## config.mk

```make
export PLATFORM = sky130hd
export DESIGN_NAME = serial_sub
export DESIGN_NICKNAME = d
export VERILOG_FILES = /design/src/rtl/serial_sub.sv
export SDC_FILE = /design/constraint.sdc
export NUM_CORES = 1
export LEC_CHECK = 0
export ABC_AREA = 1
export CORE_MARGIN = 5
export CORE_UTILIZATION = 51
export DETAILED_ROUTE_END_ITERATION = 10
export PLACE_DENSITY = 0.8
export SKIP_LAST_GASP = 1
export SYNTH_ARGS = -nofsm -noshare
export SYNTH_HDL_FRONTEND = slang
export SYNTH_SLANG_ARGS = --single-unit
```

## constraint.sdc

```tcl
create_clock -name clk -period 1.3 [get_ports clk]
set_input_delay 0.26 -clock clk [delete_from_list [all_inputs] [get_ports clk]]
set_output_delay 0.26 -clock clk [all_outputs]
set_load 0.005 [all_outputs]
```

## src/rtl/serial_sub.sv

```systemverilog
// Bit-serial subtractor: one full-subtractor cell plus a registered borrow,
// consuming one operand bit per clock, LSB first.
module serial_sub #(
   parameter int unsigned WIDTH = 8
) (
   input  logic             clk,
   input  logic             rst,
   input  logic             start,
   input  logic [WIDTH-1:0] a,
   input  logic [WIDTH-1:0] b,
   output logic             busy,
   output logic             done,
   output logic [WIDTH-1:0] diff,
   output logic             bout
);

   localparam int unsigned   CW   = (WIDTH > 1) ? $clog2(WIDTH) : 1;
   localparam logic [CW-1:0] LAST = CW'(WIDTH - 1);

   typedef enum logic [1:0] {IDLE, SHIFT, DONE} state_t;

   state_t           state_q, state_d;
   logic [WIDTH-1:0] sa_q, sa_d;
   logic [WIDTH-1:0] sb_q, sb_d;
   logic [WIDTH-1:0] diff_q, diff_d;
   logic [CW-1:0]    cnt_q, cnt_d;
   logic             borrow_q, borrow_d;
   logic             bout_q, bout_d;
   logic             d_bit, b_cell;

   always_ff @(posedge clk or posedge rst) begin
      if (rst) begin
         state_q  <= IDLE;
         sa_q     <= '0;
         sb_q     <= '0;
         diff_q   <= '0;
         cnt_q    <= '0;
         borrow_q <= 1'b0;
         bout_q   <= 1'b0;
      end else begin
         state_q  <= state_d;
         sa_q     <= sa_d;
         sb_q     <= sb_d;
         diff_q   <= diff_d;
         cnt_q    <= cnt_d;
         borrow_q <= borrow_d;
         bout_q   <= bout_d;
      end
   end

   always_comb begin
      state_d  = state_q;
      sa_d     = sa_q;
      sb_d     = sb_q;
      diff_d   = diff_q;
      cnt_d    = cnt_q;
      borrow_d = borrow_q;
      bout_d   = bout_q;
      busy     = 1'b0;
      done     = 1'b0;
      d_bit    = sa_q[0] ^ sb_q[0] ^ borrow_q;
      b_cell   = (~sa_q[0] & sb_q[0]) | (~(sa_q[0] ^ sb_q[0]) & borrow_q);
      case (state_q)
         IDLE: begin
            if (start) begin
               sa_d     = a;
               sb_d     = b;
               borrow_d = 1'b0;
               cnt_d    = '0;
               state_d  = SHIFT;
            end
         end
         SHIFT: begin
            busy     = 1'b1;
            borrow_d = b_cell;
            sa_d     = sa_q >> 1;
            sb_d     = sb_q >> 1;
            // Result bits enter at the MSB so the LSB lands at bit 0 after WIDTH shifts.
            diff_d             = diff_q >> 1;
            diff_d[WIDTH-1]    = d_bit;
            cnt_d              = cnt_q + 1'b1;
            if (cnt_q == LAST) begin
               bout_d  = b_cell;
               state_d = DONE;
            end
         end
         DONE: begin
            done    = 1'b1;
            state_d = IDLE;
         end
         default: state_d = IDLE;
      endcase
   end

   assign diff = diff_q;
   assign bout = bout_q;

endmodule
```

==> metrics.cfg, run 1 <==
[run_status]
status=finished with violations
violations=negative setup slack

[worst_setup_path]
crit_path_start_kind=register
cpMaxStageDelayCell=dfrtp_1
r2r_start=state_q[1]$_DFFE_PP0P_
setup.worst_path.start=state_q[0]$_DFFE_PP0P_
worst_setup_path_end_kind=output pin
rrSetupSlack_ps=40
cpPeakStageDelay_ps=390
arrival_ps=1120
crit_fanout=2
reg2regPathDepth=8
crit-reg2reg-capture=sb_q[0]$_DFFE_PP0P_
worstSetupPathType=register to output pin
path_cells=inv_1, nor2_2, clkbuf_2
path_buf_inv=2
cp.required_ps=1040
crit_family=flip-flops

[cells_and_area]
fin_area_um2=2120
nets=270
final_common_cell=nand2_1
drive_gt1_frac=0.161
syn_to_final_growth_pct=38.2
layout_common_cells=nand2_1 (74), inv_1 (36), dfrtp_1 (31)
antenna_cells=0

[pwr]
leakage_nw=1.20
power_density_nw_per_um2=2290
ir_worst_vdd_mv=1.03
power.total_mw=4.84

[clock_network]
clk_pin_slew_ps=120
insertion_delay_ps=350
h-tree-depth=2
tritoncts=built
cts_hold_buffers=0
cts.sinks=31
cts_root_buf=clkbuf_4
cts_buffer_depth=2
cts_buffers=5

[sta]
maxSlewViolCount=0
worst_pin_slew_ps=207
fin_ws_ps=-80.2
rsz0062_at_grt=true
fmax_mhz=725
finalCritPeriodShare=1.06
fin_setup_tns_ps=-144
setup_viol=3
min_period_ps=1380
finalHoldViolations=0
clock_skew_ps=26.0
relSlewSlack=0.861

[yosys]
yosys_warnings=0
synth_cells=198
syn_nets=220
synthAdderAreaFrac=0.0294
synthMuxAreaShare=0
synthSimpleGateAreaFrac=0.301
synth_xor_area_frac=0
postSynthAreaPerCell_um2=7.75
synth_compound_area_frac=0.0367
ys_seq_area_frac=0.506
synth_top_family_by_area=simple AND/OR/NAND/NOR gates
synth-seq-cells=31
synth.distinct_cells=18
synth_area_um2=1530

[grt]
grt_pass1_wl_um=5430
antenna_found_initial=0
overflow=0
grt_pass1_vias=1254
grt_max_degree=32
grt_usage=0.171

[die]
core-area_um2=2980
start_util=0.515
die_h_um=64.8
fp-row-count=20
num_io_pins=30
fp.dieArea_um2=4200
die_w_um=64.8

[routing]
antenna_left=0
drc=0
routedWlPerCell_um=13.7
vias_per_cell=5.09
vias=1436
drt_iter0_drc=106
dr.pass1.iters=5
routed_wl_um=3860

[place]
place.gp.congestion=0.781
place_area_um2=1910
preCtsSetupSlack_ps=-135
portBuffers=29
dp_hpwl_um=2080

[min_path]
hold_class=primary input to asynchronous set/reset pin

[job]
maxCapViolations=0

[synth_stat cells]
cell / count / area [um2]
o21ai_4: 1 / 16.3
fa_1: 1 / 20.0
dfrtp_1: 31 / 776
a21oi_1: 1 / 5.00
ha_1: 2 / 25.0
nand2_1: 75 / 282
nand3_1: 29 / 145
o21ai_1: 2 / 10.0
buf_2: 3 / 15.0
buf_4: 4 / 30.0
nand2_4: 1 / 11.3
nand2_2: 1 / 6.26
nor2_1: 3 / 11.3
o21ai_0: 5 / 25.0
nor2_2: 1 / 6.26
inv_2: 1 / 3.75
inv_1: 36 / 135
buf_6: 1 / 11.3
[power by group]
part	leakage (nW)	switching, mW	internal, mW
registers	0.380	0.263	1.42
logic	0.782	1.38	1.22
clock network	0.0347	0.353	0.201
total	1.20	2.00	2.85
[sequential cells by signal, summed over array words and instances, names as in the netlist]
| name | count |
|---|---|
| borrow_q | 1 |
| state_q | 2 |
| bout | 1 |
| sb_q | 8 |
| cnt_q | 3 |
| diff | 8 |
| sa_q | 8 |
[stage by stage]
step | util | instances | hold slack (ps)
floorplan | - | 198 | 364
global placement | 0.641 | 262 | 463
detailed placement | 0.641 | 262 | 466
CTS | 0.679 | 278 | 256
global route | 0.712 | 282 | 265
finish | 0.712 | 282 | 226
[routing by layer]
metal  track usage  part of all wire  vias to the layer above
met2         0.276              0.50                       49
met4        0.0950             0.020                        0
met1         0.211              0.41                      684
li1              -                 -                      697
met5             0                 0                        -
met3        0.0381             0.063                        6
[cells by family (layout without fill, tap and decap cells)]
| family | after synthesis | after routing |
|---|---|---|
| and+or+nand+nor | 110 | 110 |
| buffers and inverters | 45 | 96 |
| DFF | 31 | 31 |
| AOI/OAI and AO/OA | 9 | 9 |
| adders and majority gates | 3 | 3 |
[worst max path at each step]
stage | endpoint | slack (ps) | depth (start not counted)
finish | busy | -80 | 3
global route | busy | -140 | 3
CTS | done | -190 | 3
detailed placement | sb_q[6]$_DFFE_PP0P_ | -140 | 4
global placement | sa_q[2]$_DFFE_PP0P_ | -90 | 4
floorplan | busy | 220 | 4
[layout make-up]
class	instances	area, um2
tap	33	41.3
clock inverter	3	15.0
timing repair buffer	51	517
clock buffer	5	37.5
multi-input combinational	122	592
inverter	37	141
sequential	31	776
fill	234	858
[worst register-to-register path: stages, from the launching register on]
cell	delay (ps)
dfrtp_1	400
buf_4	150
inv_4	70
buf_8	140
nand2_8	80
clkbuf_16	170
nand2_1	60
nand3_1	80
nand2_1	70
[timing repair]
| item | 4_1_cts | 5_1_grt |
|---|---|---|
| endpoints found under the setup margin | 12 | 21 |
| pin swaps | 1 | 3 |
| gates resized for setup | 11 | 19 |
| buffers inserted | 8 | 3 |
| gates cloned | 0 | 1 |
Note: power is estimated with default switching activity, not from simulation.
==> run 2: changes to the inputs <==
--- a/config.mk
+++ b/config.mk
@@ -6,10 +6,11 @@
 export NUM_CORES = 1
 export LEC_CHECK = 0
 export ABC_AREA = 1
-export CORE_MARGIN = 5
-export CORE_UTILIZATION = 51
+export CORE_MARGIN = 2
+export CORE_UTILIZATION = 53
+export CTS_BUF_LIST = sky130_fd_sc_hd__clkbuf_8
 export DETAILED_ROUTE_END_ITERATION = 10
-export PLACE_DENSITY = 0.8
+export PLACE_DENSITY = 0.83
 export SKIP_LAST_GASP = 1
 export SYNTH_ARGS = -nofsm -noshare
 export SYNTH_HDL_FRONTEND = slang
==> run 2 against run 1 <==
Against the previous run:
- the run still ends with negative setup slack left
- sequential power hardly changed
- count of clock-buffer cells in the layout stayed put
- routed wire length is 5.5% higher
- utilization is 8.2 points higher
- via count is 1.9% higher
- power is 7.4% higher
- combinational power is 9.6% higher
- final area is 3.3% higher
- fmax is 4.7% higher
==> metrics.cfg, run 2 (synthesis gave the netlist of run 1 again) <==
[grt]
grt_pass1_wl_um=6070
overflow=0
antenna_found_initial=0
grt_pass1_vias=1397
grt_max_degree=32
grt_usage=0.245

[place]
preCtsSetupSlack_ps=-116
place.gp.congestion=0.754
portBuffers=29
dp_hpwl_um=2210

[sta]
rsz0062_at_grt=true
min_period_ps=1320
fin_ws_ps=-17.6
hold_slack_ps=319
fmax_mhz=759
maxSlewViolCount=0
clock_skew_ps=6.38
relSlewSlack=0.807
finalHoldViolations=0
worst_pin_slew_ps=287
setup_viol=4
finalCritPeriodShare=1.01

[pwr]
leakage_nw=1.23
ir_worst_vdd_mv=1.89
power_density_nw_per_um2=2380

[worst_setup_path]
setup.worst_path.start=state_q[0]$_DFFE_PP0P_
crit_path_start_kind=register
worstSetupPathType=register to output pin
cpPeakStageDelay_ps=400
arrival_ps=1060
path_buf_inv=2
worst_setup_path_end_kind=output pin
crit_family=flip-flops
cp.required_ps=1040
r2r_start=state_q[0]$_DFFE_PP0P_
cpMaxStageDelayCell=dfrtp_1
crit_fanout=2
path_cells=buf_4, nor2_4, buf_2

[clock_network]
h-tree-depth=2
cts.sinks=31
cts_buffers=5
cts_root_buf=clkbuf_8
cts_hold_buffers=0
cts_buffer_depth=2
clk_pin_slew_ps=60
tritoncts=built
insertion_delay_ps=280

[cells_and_area]
antenna_cells=0
nets=273
syn_to_final_growth_pct=42.7
postLayoutCoreUtil=0.794
final_common_cell=nand2_1
drive_gt1_frac=0.156
layout_common_cells=nand2_1 (75), inv_1 (36), dfrtp_1 (31)

[die]
num_io_pins=30
core-area_um2=2760
start_util=0.556
die_w_um=57.8
fp-row-count=19
fp.dieArea_um2=3340
die_h_um=57.8

[routing]
wl_met1_um=1620
wl_met2_um=2110
maxUsedRoutingLayer=met4
vias_per_cell=5.21
drc=0
routed_wl_um=4070
drt_iter0_drc=101
antenna_left=0
dr.pass1.iters=5
vias=1464
routedWlPerCell_um=14.5
wl_met3_um=281

[run_status]
violations=negative setup slack
status=finished with violations

[min_path]
hold_class=primary input to asynchronous set/reset pin

[job]
maxCapViolations=0

run 2: cell count changes in the layout (fill, tap and decap cells not counted), moves of 2 or more:
cell,delta
buf_2,+2
buf_4,+2
buf_6,-3
buf_8,+2
clkbuf_2,-2
clkbuf_4,-5
clkbuf_8,+5
clkinv_2,-3
run 2: worst paths after layout:
check / to / slack, ps / cells after the start
setup / recovery: done / -20 / 3
hold / removal: sb_q[0]$_DFFE_PP0P_ / 320 / 3
setup reg to reg: borrow_q$_DFFE_PP0P_ / -10 / 6
hold reg to reg: sa_q[4]$_DFFE_PP0P_ / 480 / 2
max in group asynchronous: bout$_DFFE_PP0P_ / 810 / 3
min in group clk: sa_q[4]$_DFFE_PP0P_ / 480 / 2
run 2: repair_timing:
item	4_1_cts	5_1_grt
buffers inserted	10	3
hold endpoints to repair	0	0
cloned	0	2
gates resized for setup	19	13
pin swaps	0	2
endpoints found under the setup margin	11	23
run 2: per-layer routing:
layer / GRT usage / vias up
met3: 0.0804 / 7
met4: 0.0930 / 0
met5: 0 / -
met2: 0.404 / 74
met1: 0.301 / 684
li1: - / 699
run 2: final cells by class:
type                       count  area (um2)
multi-input combinational    122         589
clock inverter                 1        3.75
fill                         172         568
inverter                      37         141
clock buffer                   5        68.8
sequential                    31         776
timing repair buffer          54         572
tap                           31        38.8
run 2: worst min-delay path, delay by kind of cell:
kind / cells / cell delay [ps]
buffers and inverters: 3 / 690
run 2: report_power, final:
part	total (mW)	switching, mW	internal, mW
combinational	2.85	1.48	1.37
sequential	1.68	0.255	1.43
clock	0.674	0.327	0.348
run 2: per-stage QoR:
step	TNS (ps)	area (um2)	std cells	power [mW]
after floorplan	0	1530	198	3.07
after global placement	-1470	1920	260	3.77
after detailed placement	-1890	1920	260	3.87
after CTS	-1410	2060	276	4.66
after global routing	-297	2190	281	5.57
final	-45.6	2190	281	5.20
